===== src/rtl/game_ctrl_pkg.sv =====
// Shared game definitions: state codes, level limits and field widths.
// Imported by game_ctrl and by the draw/text blocks that decode state and level.
package game_ctrl_pkg;

  localparam int unsigned STATE_W = 2;
  localparam int unsigned LIVES_W = 2;
  localparam int unsigned LEVEL_W = 4;

  typedef enum logic [STATE_W-1:0] {
    ST_IDLE = 2'd0,
    ST_PLAY = 2'd1,
    ST_HIT  = 2'd2,
    ST_OVER = 2'd3
  } game_state_e;

  localparam logic [LEVEL_W-1:0] LEVEL_FIRST = 4'd1;
  localparam logic [LEVEL_W-1:0] LEVEL_MAX   = 4'd15;

  // Next level, holding at LEVEL_MAX.
  function automatic logic [LEVEL_W-1:0] level_inc(input logic [LEVEL_W-1:0] lvl);
    return (lvl == LEVEL_MAX) ? lvl : lvl + LEVEL_W'(1);
  endfunction

endpackage


===== src/rtl/game_ctrl_button_debounce.sv =====
// Push-button conditioner: 2-FF synchroniser, frame-sampled debounce counter and
// a single-cycle press pulse. Reused for the start/missile/left/right buttons.
// Ports:
//   pclk, rst   clock and asynchronous active-high reset
//   btn_in      raw asynchronous button level
//   sample_en   debounce sample strobe (one pulse per frame)
//   press       1-pclk pulse once the button has been high for DEB_FRAMES samples
module button_debounce #(
  parameter int unsigned DEB_FRAMES = 3
) (
  input  logic pclk,
  input  logic rst,
  input  logic btn_in,
  input  logic sample_en,
  output logic press
);

  localparam int unsigned CNT_W = $clog2(DEB_FRAMES + 1);
  localparam logic [CNT_W-1:0] CNT_MAX = CNT_W'(DEB_FRAMES);

  logic [1:0]       sync_q, sync_d;
  logic [CNT_W-1:0] cnt_q, cnt_d;
  logic             press_q, press_d;

  // Counter parks at CNT_MAX while held, so a held button only presses once;
  // a low sample re-arms it.
  always_comb begin
    sync_d  = {sync_q[0], btn_in};
    cnt_d   = cnt_q;
    press_d = 1'b0;
    if (sample_en) begin
      if (!sync_q[1]) begin
        cnt_d = '0;
      end else if (cnt_q != CNT_MAX) begin
        cnt_d   = cnt_q + CNT_W'(1);
        press_d = (cnt_q == CNT_MAX - CNT_W'(1));
      end
    end
  end

  always_ff @(posedge pclk or posedge rst) begin
    if (rst) begin
      sync_q  <= '0;
      cnt_q   <= '0;
      press_q <= 1'b0;
    end else begin
      sync_q  <= sync_d;
      cnt_q   <= cnt_d;
      press_q <= press_d;
    end
  end

  assign press = press_q;

endmodule


===== src/rtl/game_ctrl.sv =====
// Frame-synchronous game sequencer: IDLE/PLAY/HIT/OVER FSM with lives, score and
// level counters. Gates ship/enemy logic via play_en and respawns them with level_reset.
// Ports:
//   pclk, rst         pixel clock, asynchronous active-high reset
//   vblnk_in          vertical blank from the timing generator
//   start_button      raw start push button
//   enemy_killed      1-pclk pulse, missile destroyed an enemy
//   ship_hit          1-pclk pulse, ship collided
//   all_enemies_dead  level, no enemies alive
//   frame_tick        1-pclk pulse at the start of vertical blank
//   state             current game state code
//   play_en           high only while playing
//   level_reset       1-pclk respawn pulse
//   lives, score, level  game counters for display
module game_ctrl
  import game_ctrl_pkg::*;
#(
  parameter int unsigned LIVES_INIT  = 3,
  parameter int unsigned SCORE_W     = 10,
  parameter int unsigned HIT_FRAMES  = 60,
  parameter int unsigned OVER_FRAMES = 180,
  parameter int unsigned DEB_FRAMES  = 3
) (
  input  logic               pclk,
  input  logic               rst,
  input  logic               vblnk_in,
  input  logic               start_button,
  input  logic               enemy_killed,
  input  logic               ship_hit,
  input  logic               all_enemies_dead,
  output logic               frame_tick,
  output logic [STATE_W-1:0] state,
  output logic               play_en,
  output logic               level_reset,
  output logic [LIVES_W-1:0] lives,
  output logic [SCORE_W-1:0] score,
  output logic [LEVEL_W-1:0] level
);

  localparam int unsigned FCNT_W = $clog2(OVER_FRAMES + 1);
  localparam logic [SCORE_W-1:0] SCORE_MAX = {SCORE_W{1'b1}};
  localparam logic [FCNT_W-1:0]  HIT_LAST  = FCNT_W'(HIT_FRAMES - 1);
  localparam logic [FCNT_W-1:0]  OVER_LAST = FCNT_W'(OVER_FRAMES - 1);

  logic [1:0]         vblnk_q, vblnk_d;
  logic               frame_tick_q, frame_tick_d;
  game_state_e        state_q, state_d;
  logic [LIVES_W-1:0] lives_q, lives_d;
  logic [SCORE_W-1:0] score_q, score_d;
  logic [LEVEL_W-1:0] level_q, level_d;
  logic [FCNT_W-1:0]  fcnt_q, fcnt_d;
  logic               play_en_q, play_en_d;
  logic               level_reset_q, level_reset_d;
  logic               start_press;

  button_debounce #(
    .DEB_FRAMES(DEB_FRAMES)
  ) u_start_deb (
    .pclk      (pclk),
    .rst       (rst),
    .btn_in    (start_button),
    .sample_en (frame_tick_q),
    .press     (start_press)
  );

  // vblnk_in is registered once, then edge-detected; tick lands 2 pclk after the rise.
  always_comb begin
    vblnk_d      = {vblnk_q[0], vblnk_in};
    frame_tick_d = vblnk_q[0] & ~vblnk_q[1];
  end

  // Game FSM and counters.
  always_comb begin
    state_d       = state_q;
    lives_d       = lives_q;
    score_d       = score_q;
    level_d       = level_q;
    fcnt_d        = fcnt_q;
    level_reset_d = 1'b0;
    case (state_q)
      ST_IDLE: begin
        if (start_press) begin
          state_d       = ST_PLAY;
          lives_d       = LIVES_W'(LIVES_INIT);
          score_d       = '0;
          level_d       = LEVEL_FIRST;
          level_reset_d = 1'b1;
        end
      end
      ST_PLAY: begin
        if (enemy_killed && (score_q != SCORE_MAX)) begin
          score_d = score_q + SCORE_W'(1);
        end
        // A hit pre-empts a level advance on the same frame tick.
        if (ship_hit) begin
          lives_d = lives_q - LIVES_W'(1);
          fcnt_d  = '0;
          state_d = (lives_q == LIVES_W'(1)) ? ST_OVER : ST_HIT;
        end else if (frame_tick_q && all_enemies_dead) begin
          level_d       = level_inc(level_q);
          level_reset_d = 1'b1;
        end
      end
      ST_HIT: begin
        if (frame_tick_q) begin
          if (fcnt_q == HIT_LAST) begin
            state_d       = ST_PLAY;
            fcnt_d        = '0;
            level_reset_d = 1'b1;
          end else begin
            fcnt_d = fcnt_q + FCNT_W'(1);
          end
        end
      end
      ST_OVER: begin
        if (frame_tick_q) begin
          if (fcnt_q == OVER_LAST) begin
            state_d = ST_IDLE;
            fcnt_d  = '0;
          end else begin
            fcnt_d = fcnt_q + FCNT_W'(1);
          end
        end
      end
      default: state_d = ST_IDLE;
    endcase
    play_en_d = (state_d == ST_PLAY);
  end

  always_ff @(posedge pclk or posedge rst) begin
    if (rst) begin
      vblnk_q       <= '0;
      frame_tick_q  <= 1'b0;
      state_q       <= ST_IDLE;
      lives_q       <= '0;
      score_q       <= '0;
      level_q       <= '0;
      fcnt_q        <= '0;
      play_en_q     <= 1'b0;
      level_reset_q <= 1'b0;
    end else begin
      vblnk_q       <= vblnk_d;
      frame_tick_q  <= frame_tick_d;
      state_q       <= state_d;
      lives_q       <= lives_d;
      score_q       <= score_d;
      level_q       <= level_d;
      fcnt_q        <= fcnt_d;
      play_en_q     <= play_en_d;
      level_reset_q <= level_reset_d;
    end
  end

  assign frame_tick  = frame_tick_q;
  assign state       = STATE_W'(state_q);
  assign play_en     = play_en_q;
  assign level_reset = level_reset_q;
  assign lives       = lives_q;
  assign score       = score_q;
  assign level       = level_q;

endmodule


===== config.mk =====
export PLATFORM = sky130hd
export DESIGN_NAME = game_ctrl
export DESIGN_NICKNAME = d
export VERILOG_FILES = /design/src/rtl/game_ctrl_pkg.sv /design/src/rtl/game_ctrl_button_debounce.sv /design/src/rtl/game_ctrl.sv
export SDC_FILE = /design/constraint.sdc
export NUM_CORES = 1
export LEC_CHECK = 0
export ABC_AREA = 1
export BUFFER_PORTS_ARGS = -buffer_cell sky130_fd_sc_hd__buf_2
export CAP_MARGIN = 40
export CORE_MARGIN = 4
export CORE_UTILIZATION = 46
export CTS_CLUSTER_SIZE = 24
export DETAILED_ROUTE_END_ITERATION = 7
export PLACE_DENSITY = 0.66
export SYNTH_ARGS = -nofsm -noshare
export SYNTH_HDL_FRONTEND = slang
export SYNTH_SLANG_ARGS = --single-unit

===== constraint.sdc =====
create_clock -name pclk -period 3.56 [get_ports pclk]
set_input_delay 0.178 -clock pclk [delete_from_list [all_inputs] [get_ports pclk]]
set_output_delay 0.178 -clock pclk [all_outputs]
set_load 0.05 [all_outputs]

== Word level (Yosys, flattened, before mapping) ==
Index checks and enable logic that the tools add are counted.
Storage, ports and cells
  output and inout port bits: 21
  input port bits: 7
  logic and storage cells: 85
  register bits: 36
Operators by class
  reductions and logical operators: 10
  mux-type cells: 36
  $add $sub $neg: 5
  bitwise gates (word level): 2
  eq/ne operators: 20
Operators by type and width (count)
  two-way mux 8 bit: 5
  one-hot mux 8 bit (3 select lines): 1
  two-way mux 10 bit: 2
  two-way mux 2 bit: 10
  one-hot mux 10 bit (2 select lines): 1
  inequality test 2 bit (second input constant): 9
  two-way mux 4 bit: 4
  adder 10 x 1 -> 10 bit (second input constant): 1
  inequality test 10 bit (second input constant): 1
  two-way mux 1 bit: 9
  adder 8 x 1 -> 8 bit (second input constant): 1
  == test 8 x 6 -> 1 bit (second input constant): 1
  == test 8 bit (second input constant): 1
  one-hot mux 2 bit (4 select lines): 1
  one-hot mux 4 bit (2 select lines): 1
  == test 2 x 1 -> 1 bit (second input constant): 3
  == test 2 bit (second input constant): 3
  AND reduction 3 bit: 2
  AND reduction 5 bit: 1
  adder 4 x 1 -> 4 bit (second input constant): 1
  == test 4 bit (second input constant): 1
  one-hot mux 2 bit (2 select lines): 1
  AND reduction 4 bit: 1
  one-hot mux 1 bit (3 select lines): 1
  other kinds (10): 11

== Longest topological paths before layout ==
Gate-level depths: netlist of run 1.
  word-level depth: 5
  gate-level depth with buffers: 10
  mapped depth without buffers: 10

== Modules after synthesis ==
From an unflattened synthesis of run 1, not the netlist that was laid out.
Second synthesis, totals
  cells, all modules: 257
  area total of the unflattened synthesis: 2000.7 um^2
By module, submodules not included
  game_ctrl: area each 1791.7 um^2, sequential area each 775.7 um^2, cells each 235, times used 1
  button_debounce: area each 209.0 um^2, sequential area each 125.1 um^2, cells each 22, times used 1

== Worst setup path before layout of run 1 ==
No wires, ideal clock.
  path kind: register -> register
  from: register score_q[0], in the netlist score[0]
  to: register score_q[9], in the netlist score[9]
  stages on the path, launching flop included: 9
  required time: 3.441 ns
  setup slack: 1.795 ns
  library setup time: 0.119 ns
  arrival time: 1.646 ns
  path buffers: 1
  period minus slack after synthesis: 1.765 ns
  cell sequence: dfrtp_1 ha_1 nand3_1 inv_1 nand3b_1 nand3_1 buf_4 nand3b_1 nand2_1
Between the ends
  cells in the longest elaborated chain, start to end: 4
  elaborated cells on any way between the ends: 7
  classes of those cells: 1 x add/sub; 2 x eq/ne; 2 x mux; 2 x reduce/logical
Ends and longest elaborated chain
  from (decl): RTL line game_ctrl.sv:49  | logic [SCORE_W-1:0] score_q, score_d;
  from (signal assigned): RTL line game_ctrl.sv:146  | score_q <= score_d;
  branches (longest 4 deep; another with adder 10 x 1 -> 10 bit)
Several ways; the timed one is not identified. The select of a mux whose other input is x is not followed.
A chain may end at the register's enable or synchronous reset.

== Worst setup path after layout of run 1 ==
  from: register score_q[0], in the netlist score[0]
  to: register score_q[6], in the netlist score[6]
Same word-level chain as after synthesis.

==> metrics.cfg, run 1 <==
[worst_hold_path]
min_from = ship_hit
hold_class = primary input to flip-flop
whs_path_depth = 2

[clock_network]
cts_buffer_depth = 2
cts.sinks = 36
cts_buffers = 5
clk_pin_slew_ps = 70
clockRootBuffer = clkbuf_8
cts_tree = done
insertion_delay_ps = 280
htree_levels = 2
cts.repair.resized = 0

[yosys]
synth-main-ff-cell = dfrtp_1
synth_common_cells = 70 x nand2_1, 36 x dfrtp_1, 32 x inv_1, 31 x nand3_1, 26 x nor2_1
synth_seq_area_share = 0.462
synth_cell_types = 31
synth_area_um2 = 1950
ys_warn_count = 0
synth-async-reset-ratio = 1.00
syn_inst = 251
yosysTopAreaCell = dfrtp_1
synth_edf_count = 0
synth.top_cell.area_share = 0.462
synth-seq-cells = 36
synth_nets = 264
avgSynthCellArea_um2 = 7.77
synth.most_common_cell = nand2_1
netlist_top_cells_area = dfrtp_1 46%, nand2_1 13%, nand3_1 8.0%

[routing]
routedWlPerCell_um = 11.7
wl_mm = 3.95
vias_per_cell = 4.97
first_pass_iters = 4
via_count = 1674
ant_nets = 0
drc = 0
drt_iter0_markers = 91

[placed_design]
gp_congestion = 0.810
numPortBuffers = 27
dp.cells = 326
dp_hpwl_mm = 2.98
dpl_worst_slack_ps = 1800

[worst_setup_path]
crit_type = flip-flop to flip-flop
cp.arrival_ps = 2000
cpPeakStageDelay_ps = 450
required_ps = 3770
worstSetupEndpointType = flip-flop
reg2reg_depth = 8
crit_chain = ha_1 -> nand3_1 -> inv_1 -> nand3b_1 -> nand3_1 -> nand2_2 -> nand2_1 -> o21ai_1
timing.rr.start = score[0]$_DFFE_PP0P_
path_buf_inv = 1
critPathMostFrequentCell = nand3_1
slowest_stage = dfrtp_1
crit_fanout = 11
critical_path.top_delay_family = simple AND/OR/NAND/NOR gates
startpoint_type = flip-flop
critical_path_depth = 8
crit_path_start = score[0]$_DFFE_PP0P_

[power_and_ir_drop]
clkPwrFrac = 0.378
pwr-share-seq = 0.508
p_leak_nw = 1.21
pwr_density_cell_nw_per_um2 = 402
p_int_mw = 0.689
p_sw_frac = 0.253
comb_power_share = 0.113
p_switching_mw = 0.233
ir_drop_mv = 0.260

[timing]
slew_headroom = 0.746
hold_viol = 0
fmax_ghz = 0.559
finalSetupTns_ps = 0
period_share = 0.503
period_needed_ps = 1790
drv_slew = 0
setup_viol = 0
finalClockSkew_ps = 4.48
fin_ws_ps = 1770
grt_setup_unrepaired = no
tightest_slew_ps = 380

[final_layout]
fillers = 353
regArea_um2 = 901
drive_gt1_frac = 0.174
antennaDiodeCount = 0
instances_no_fill = 337
multi_input_area_um2 = 883
layout.nets = 299
area_growth_pct = 17.6

[grt]
grt_start_max_net_pins = 18
antenna_found_initial = 0
grt_pass1_vias = 1533
track_usage = 0.168
grt_overflow = 0
grt_pass1_wl_mm = 6.99

[job]
maxCapViolCount = 0

[die]
rows = 23
die_h_um = 73.1
coreArea_um2 = 4060
fp.dieW_um = 73.1
start_util = 0.481
dieArea_um2 = 5350
pin_count = 28

[run_status]
status = finished, final reports clean

layer usage:
| metal | track usage | up-vias | wire (µm) |
|---|---|---|---|
| met3 | 0.0496 | 6 | 212 |
| met2 | 0.252 | 34 | 1650 |
| met1 | 0.231 | 762 | 2040 |
| li1 | - | 872 | - |
| met4 | 0.0553 | 0 | 57 |
| met5 | 0 | - | 0 |
final cells by class:
class / count / area share
Clock buffer: 6 / 0.0316
Clock inverter: 2 / 0.0153
Inverter: 37 / 0.0606
Multi-Input combinational cell: 174 / 0.385
Sequential cell: 36 / 0.393
Tap cell: 50 / 0.0273
Timing Repair Buffer: 32 / 0.0873
path summary, 6_finish.rpt:
check / to / slack, ps
max: score[6]$_DFFE_PP0P_ / 1770
min reg2reg: u_start_deb.sync_q[1]$_DFF_PP0_ / 350
max in group asynchronous: state[0]$_DFF_PP0_ / 2640
min in group asynchronous: score[1]$_DFFE_PP0P_ / 400
min: lives[0]$_DFFE_PP0P_ / 170
max reg2reg: score[6]$_DFFE_PP0P_ / 1770
state kept, by name, indices dropped and copies added, names as in the netlist, 2 cells and up:
name,flops
fcnt_q,8
lives,2
u_start_deb.sync_q,2
state,2
vblnk_q,2
u_start_deb.cnt_q,2
score,10
level,4
through the flow:
| step | utilization | total power, mW | instance area, µm² | hold slack [ps] |
|---|---|---|---|---|
| 6_report | 0.565 | 0.922 | 2290 | 169 |
| 5_1_grt | 0.565 | 0.975 | 2290 | 173 |
| 4_1_cts | 0.565 | 0.934 | 2290 | 161 |
| 3_5_place_dp | 0.531 | 0.579 | 2160 | 156 |
| 3_3_place_gp | 0.525 | 0.573 | 2130 | 288 |
| 2_1_floorplan | - | 0.549 | 1950 | 209 |
worst reg2reg max path, cell delays in order, from the launching register on:
cell and delay, ps:
dfrtp_1 450, ha_1 260, nand3_1 110, inv_1 80, nand3b_1 80, nand3_1 290
nand2_2 300, nand2_1 80, o21ai_1 70
power by group through the flow:
stage | clock network [mW] | registers (mW) | logic, mW
3_3_place_gp | 0 | 0.477 | 0.0964
3_5_place_dp | 0 | 0.477 | 0.102
2_1_floorplan | 0 | 0.472 | 0.0770
4_1_cts | 0.360 | 0.469 | 0.105
6_report | 0.349 | 0.469 | 0.104
5_1_grt | 0.381 | 0.473 | 0.121
kinds of logic (layout without fill, tap and decap cells):
| logic type | after synthesis | count (layout) | synth area share |
|---|---|---|---|
| flops | 36 | 36 | 0.462 |
| fa+ha+maj | 6 | 6 | 0.0385 |
| buf+inv | 41 | 77 | 0.0853 |
| compound gates | 25 | 25 | 0.0802 |
| simple gates | 139 | 139 | 0.316 |
| xor+xnor | 4 | 4 | 0.0180 |
repair_timing:
item	in CTS	in global routing
hold buffers	3	0
buffers inserted	0	0
endpoints found under the hold margin	7	0
layout by cell type (no fill, tap or decap), drive strengths merged:
cell type | synthesis | final
a31o | 1 | 1
xnor2 | 1 | 1
buf | 3 | 29
nor2 | 30 | 30
o21ai | 15 | 15
o31ai | 1 | 1
inv | 37 | 37
o21bai | 1 | 1
ha | 6 | 6
a21oi | 3 | 3
xor2 | 3 | 3
dfrtp | 36 | 36
clkbuf | 1 | 6
nand4 | 3 | 3
bufinv | 0 | 1
a31oi | 1 | 1
nand3 | 32 | 32
nand2 | 72 | 72
clkinv | 0 | 1
o311ai | 1 | 1
o211ai | 1 | 1
nand3b | 2 | 2
o32ai | 1 | 1
dlygate4sd3 | 0 | 3
Power figures use the tool's default switching activity.
==> inputs of run 2 (changes only) <==
- ABC_AREA: 1 -> 0
- PLACE_DENSITY: 0.66 -> 0.67
- clock period: 3.56 -> 1.7 ns (I/O delays scaled with it)
==> run 2 against run 1 <==
Clock power rose by 120%. First-iteration DRC count fell by 18%. Final area rose by 2.5%. Power rose to 2.9 times the previous value. Sequential power rose by 140%. Routed wire length rose by 4.6%. Setup slack got worse by 1700 ps. Maximum frequency rose by 11%. Cell count fell by 14%. Critical path type unchanged. Critical endpoint is now score[7]$_DFFE_PP0P_.
==> metrics.cfg, run 2 <==
[routing]
routedWlPerCell_um = 14.3
vias_per_cell = 5.76
drc = 0
ant_nets = 0
first_pass_iters = 4
via_count = 1671
wl_mm = 4.14
drt_iter0_markers = 75

[yosys]
synth_seq_area_share = 0.473
synth-async-reset-ratio = 1.00
syn_inst = 194
synthXorXnorAreaFrac = 0
yosys.area_share.adder = 0.0394
synth.most_common_cell = dfrtp_1
synth.area.mux_share = 0.0112
synth_cell_types = 47
synth_area_um2 = 1910
synth-main-ff-cell = dfrtp_1
synth_common_cells = 36 x dfrtp_1, 22 x nand2_1, 18 x o21ai_0, 12 x a21oi_1, 12 x nand3_1
synth_nets = 207
yosysTopAreaCell = dfrtp_1
synth.top_cell.area_share = 0.473
synth_top_family_by_area = simple AND/OR/NAND/NOR gates
synth-seq-cells = 36
avgSynthCellArea_um2 = 9.82
synth_edf_count = 0
netlist_top_cells_area = dfrtp_1 47%, o21ai_0 4.7%, nand2_1 4.3%
synth-simple-area-share = 0.236
ys_warn_count = 0
synth_compound_area_frac = 0.208

[final_layout]
antennaDiodeCount = 0
area_growth_pct = 23.4
fillers = 333
largest_register_ffs = 10
final_common_cell = buf_2
regArea_um2 = 915
drive_gt1_frac = 0.300
final_cell_mix = 27 x buf_2, 25 x dfrtp_1, 22 x nand2_1
layout.nets = 252
multi_input_area_um2 = 966

[worst_setup_path]
critical_path_depth = 5
critical_path.top_delay_family = compound AO/OA/AOI/OAI gates
path_buf_inv = 0
cp.arrival_ps = 1790
reg2reg_depth = 5
crit_fanout = 6
r2r_slack_ps = 80
crit_chain = ha_4 -> and3_1 -> a41o_4 -> and3_4 -> a311o_1
r2r-end = score[7]$_DFFE_PP0P_
worstSetupEndpointType = flip-flop
crit_type = flip-flop to flip-flop
timing.rr.start = score[0]$_DFFE_PP0P_
cpPeakStageDelay_ps = 440
slowest_stage = dfrtp_2
startpoint_type = flip-flop
required_ps = 1880
crit_path_start = score[0]$_DFFE_PP0P_
critPathCapture = score[7]$_DFFE_PP0P_

[die]
dieArea_um2 = 5240
pin_count = 28
fp.dieW_um = 72.4
die_h_um = 72.4
rows = 23
coreArea_um2 = 4000
start_util = 0.476

[timing]
grt_setup_unrepaired = no
tightest_slew_ps = 447
finalSetupTns_ps = 0
finalClockSkew_ps = 3.54
drv_slew = 0
period_needed_ps = 1620
period_share = 0.951
fmax_ghz = 0.619
setup_viol = 0
slew_headroom = 0.702
holdWs_ps = 93.2
hold_viol = 0

[job]
maxCapViolCount = 0

[clock_network]
cts_buffers = 5
clockRootBuffer = clkbuf_8
post_cts_buffers = 0
cts_tree = done
cts.sinks = 36
clk_pin_slew_ps = 80
cts_buffer_depth = 2
htree_levels = 2
insertion_delay_ps = 290

[placed_design]
gp_congestion = 0.840
dp_hpwl_mm = 2.97
numPortBuffers = 27

[grt]
grt_overflow = 0
grt_pass1_wl_mm = 6.78
grt_pass1_vias = 1505
track_usage = 0.165
antenna_found_initial = 0
grt_start_max_net_pins = 37

[worst_hold_path]
hold_class = primary input to flip-flop

[power_and_ir_drop]
p_leak_nw = 1.06
finalPower_mw = 2.64
ir_drop_mv = 0.636
pwr_density_cell_nw_per_um2 = 1120

[run_status]
status = finished, final reports clean

[run 2: changes by cell type in the layout (fill, tap and decap cells not counted), sizes merged, moves of 5 or more]
cell,delta
nand2,-50
inv,-32
nand3,-20
nor2,-20
buf,+13
a21oi,+9
nor3b,+6
and3,+5
[run 2: metal layers]
layer / routed length (µm) / up-vias / share of wire / GRT usage
li1: - / 818 / - / -
met2: 2060 / 42 / 0.50 / 0.287
met1: 1830 / 806 / 0.44 / 0.198
met3: 211 / 5 / 0.051 / 0.0416
met4: 43 / 0 / 0.010 / 0.0543
met5: 0 / - / 0 / 0
[run 2: what timing repair did]
item | CTS | global route
hold endpoints to repair | 38 | 0
hold buffers | 3 | 0
gates resized for setup | 0 | 1
endpoints found under the setup margin | 0 | 5
[run 2: cell families after synthesis]
kind of cell             after synthesis
flip-flops                            36
multiplexers                           2
AO/OA/AOI/OAI                         58
AND/OR/NAND/NOR                       81
buffers and inverters                 11
adder cells (fa/ha/maj)                6
[run 2: final cells by class]
| class | count | area share |
|---|---|---|
| multi-input combinational | 147 | 0.411 |
| sequential | 36 | 0.389 |
| timing repair buffer | 45 | 0.118 |
| clock buffer | 5 | 0.0293 |
| tap | 50 | 0.0266 |
| clock inverter | 3 | 0.0197 |
| inverter | 4 | 0.00639 |
[run 2: where the power goes]
part           switching, mW  leakage (nW)  internal, mW
combinational          0.462         0.574         0.264
clock                  0.326        0.0548         0.442
sequential             0.160         0.433         0.985
total                  0.948          1.06          1.69
[run 2: stage by stage]
step / cells / worst slack (ps) / util / cell area (µm²)
2_1_floorplan: 194 / -95.5 / - / 1940
4_1_cts: 290 / 84.4 / 0.586 / 2350
3_3_place_gp: 279 / 112 / 0.550 / 2200
6_report: 290 / 83.7 / 0.588 / 2350
5_1_grt: 290 / 8.66 / 0.588 / 2350
3_5_place_dp: 279 / 96.3 / 0.550 / 2200
[run 2: how the worst min path moves through the flow]
stage / start / endpoint / depth (start not counted)
3_5_place_dp: vblnk_in / vblnk_q[0]$_DFF_PP0_ / 1
5_1_grt: all_enemies_dead / level_reset$_DFF_PP0_ / 3
4_1_cts: ship_hit / play_en$_DFF_PP0_ / 2
3_3_place_gp: start_button / u_start_deb.sync_q[0]$_DFF_PP0_ / 1
6_report: ship_hit / play_en$_DFF_PP0_ / 2
2_1_floorplan: start_button / u_start_deb.sync_q[0]$_DFF_PP0_ / 0
==> inputs of run 3 (changes only) <==
- CORE_UTILIZATION: 46 -> 55
- PLACE_DENSITY: 0.67 -> 0.77
==> run 3 against run 2 <==
Routed wire length up 5.9%. Worst hold slack worse by 73 ps. Clock skew up 14 ps. Setup slack worse by 33 ps. Largest cell class unchanged. Combinational power up 4.8%.
==> metrics.cfg, run 3 (same netlist as run 2, synthesis figures left out) <==
[routing]
drt_iter0_markers = 135
via_count = 1712
drc = 0
vias_per_cell = 5.86
ant_nets = 0
routedWlPerCell_um = 15.0
wl_mm = 4.38
first_pass_iters = 4

[final_layout]
final_cell_mix = 27 x buf_2, 25 x dfrtp_1, 22 x nand2_1
regArea_um2 = 915
final_common_cell = buf_2
multi_input_area_um2 = 987
largest_register_ffs = 10
instances_no_fill = 292
fillers = 254
layout.nets = 258
antennaDiodeCount = 0
drive_gt1_frac = 0.313
area_growth_pct = 23.3

[worst_setup_path]
timing.rr.start = score[0]$_DFFE_PP0P_
cp.arrival_ps = 1880
crit_fanout = 6
crit_path_start = score[0]$_DFFE_PP0P_
required_ps = 1930
crit_type = flip-flop to flip-flop
startpoint_type = flip-flop
worstSetupEndpointType = flip-flop

[die]
coreArea_um2 = 3340
pin_count = 28
start_util = 0.571
dieArea_um2 = 4470
fp.dieW_um = 66.9
rows = 21
die_h_um = 66.9

[timing]
hold_viol = 0
period_needed_ps = 1650
slew_headroom = 0.667
fin_ws_ps = 50.7
fmax_ghz = 0.606
tightest_slew_ps = 499
grt_setup_unrepaired = no
drv_slew = 0
period_share = 0.970
setup_viol = 0
holdWs_ps = 19.7
finalClockSkew_ps = 18.0

[placed_design]
gp_congestion = 0.896
dp.cells = 275
dp_hpwl_mm = 3.11
numPortBuffers = 27
dpl_worst_slack_ps = 37.9

[clock_network]
cts.sinks = 36
insertion_delay_ps = 340
cts_tree = done
clk_pin_slew_ps = 110
htree_levels = 2
cts_buffer_depth = 2
clockRootBuffer = clkbuf_4
cts_buffers = 5

[grt]
antenna_found_initial = 0
grt_overflow = 0
grt_pass1_wl_mm = 7.49
grt_start_max_net_pins = 22
grt_pass1_vias = 1711
track_usage = 0.221

[job]
maxCapViolCount = 0

[run_status]
status = finished, final reports clean

[power_and_ir_drop]
finalPower_mw = 2.34
ir_drop_mv = 0.640
pwr_density_cell_nw_per_um2 = 995
p_leak_nw = 1.06

[worst_hold_path]
min_from = ship_hit
hold_class = primary input to flip-flop

-- run 3: cell types whose count changed in the layout (fill, tap and decap cells not counted), sizes merged --
cell / change
dlygate4sd3: +1
buf: +5
clkinvlp: -1
clkbuf: +2
bufinv: -1
clkinv: +1
inv: -1
-- run 3: final cells by class --
class                      count  share of cell area
clock buffer                   7              0.0192
clock inverter                 1             0.00213
inverter                       4             0.00639
multi-input combinational    147               0.420
sequential                    36               0.389
tap                           46              0.0245
timing repair buffer          51               0.138
-- run 3: worst paths after layout --
check	endpoint	cells after the start	slack, ps
worst max-delay path	score[7]$_DFFE_PP0P_	5	50
worst min-delay path	play_en$_DFF_PP0_	2	20
worst max register to register	score[7]$_DFFE_PP0P_	5	50
worst min register to register	u_start_deb.sync_q[1]$_DFF_PP0_	0	370
max in group asynchronous	state[1]$_DFF_PP0_	4	1110
min in group asynchronous	fcnt_q[4]$_DFFE_PP0P_	4	320
-- run 3: per-stage QoR --
stage	setup TNS, ps	utilization	cell area, µm²
final	0	0.704	2350
after global routing	0	0.704	2350
after CTS	0	0.685	2290
after detailed placement	0	0.658	2200
after global placement	0	0.658	2200
after floorplan	-202	-	1940
-- run 3: report_power, final --
part	total, mW	switching [mW]	internal (mW)
sequential	1.15	0.161	0.985
clock	0.431	0.270	0.161
combinational	0.761	0.479	0.282
-- run 3: timing repair --
item	CTS	global route
setup buffers	0	5
gates resized for setup	0	6
endpoints found under the setup margin	0	9
hold buffers	4	0
endpoints found under the hold margin	39	0
-- run 3: critical path, cell delays in order, from the launching register on --
cell	delay, ps
dfrtp_2	450
ha_4	190
and3_4	170
a41o_4	300
and3_4	170
a311o_1	260
-- run 3: routing by layer --
layer  global-route usage  routed length, µm
met1                0.254               1800
met2                0.389               2310
met3               0.0641                199
met4               0.0785                 72
met5                    0                  0
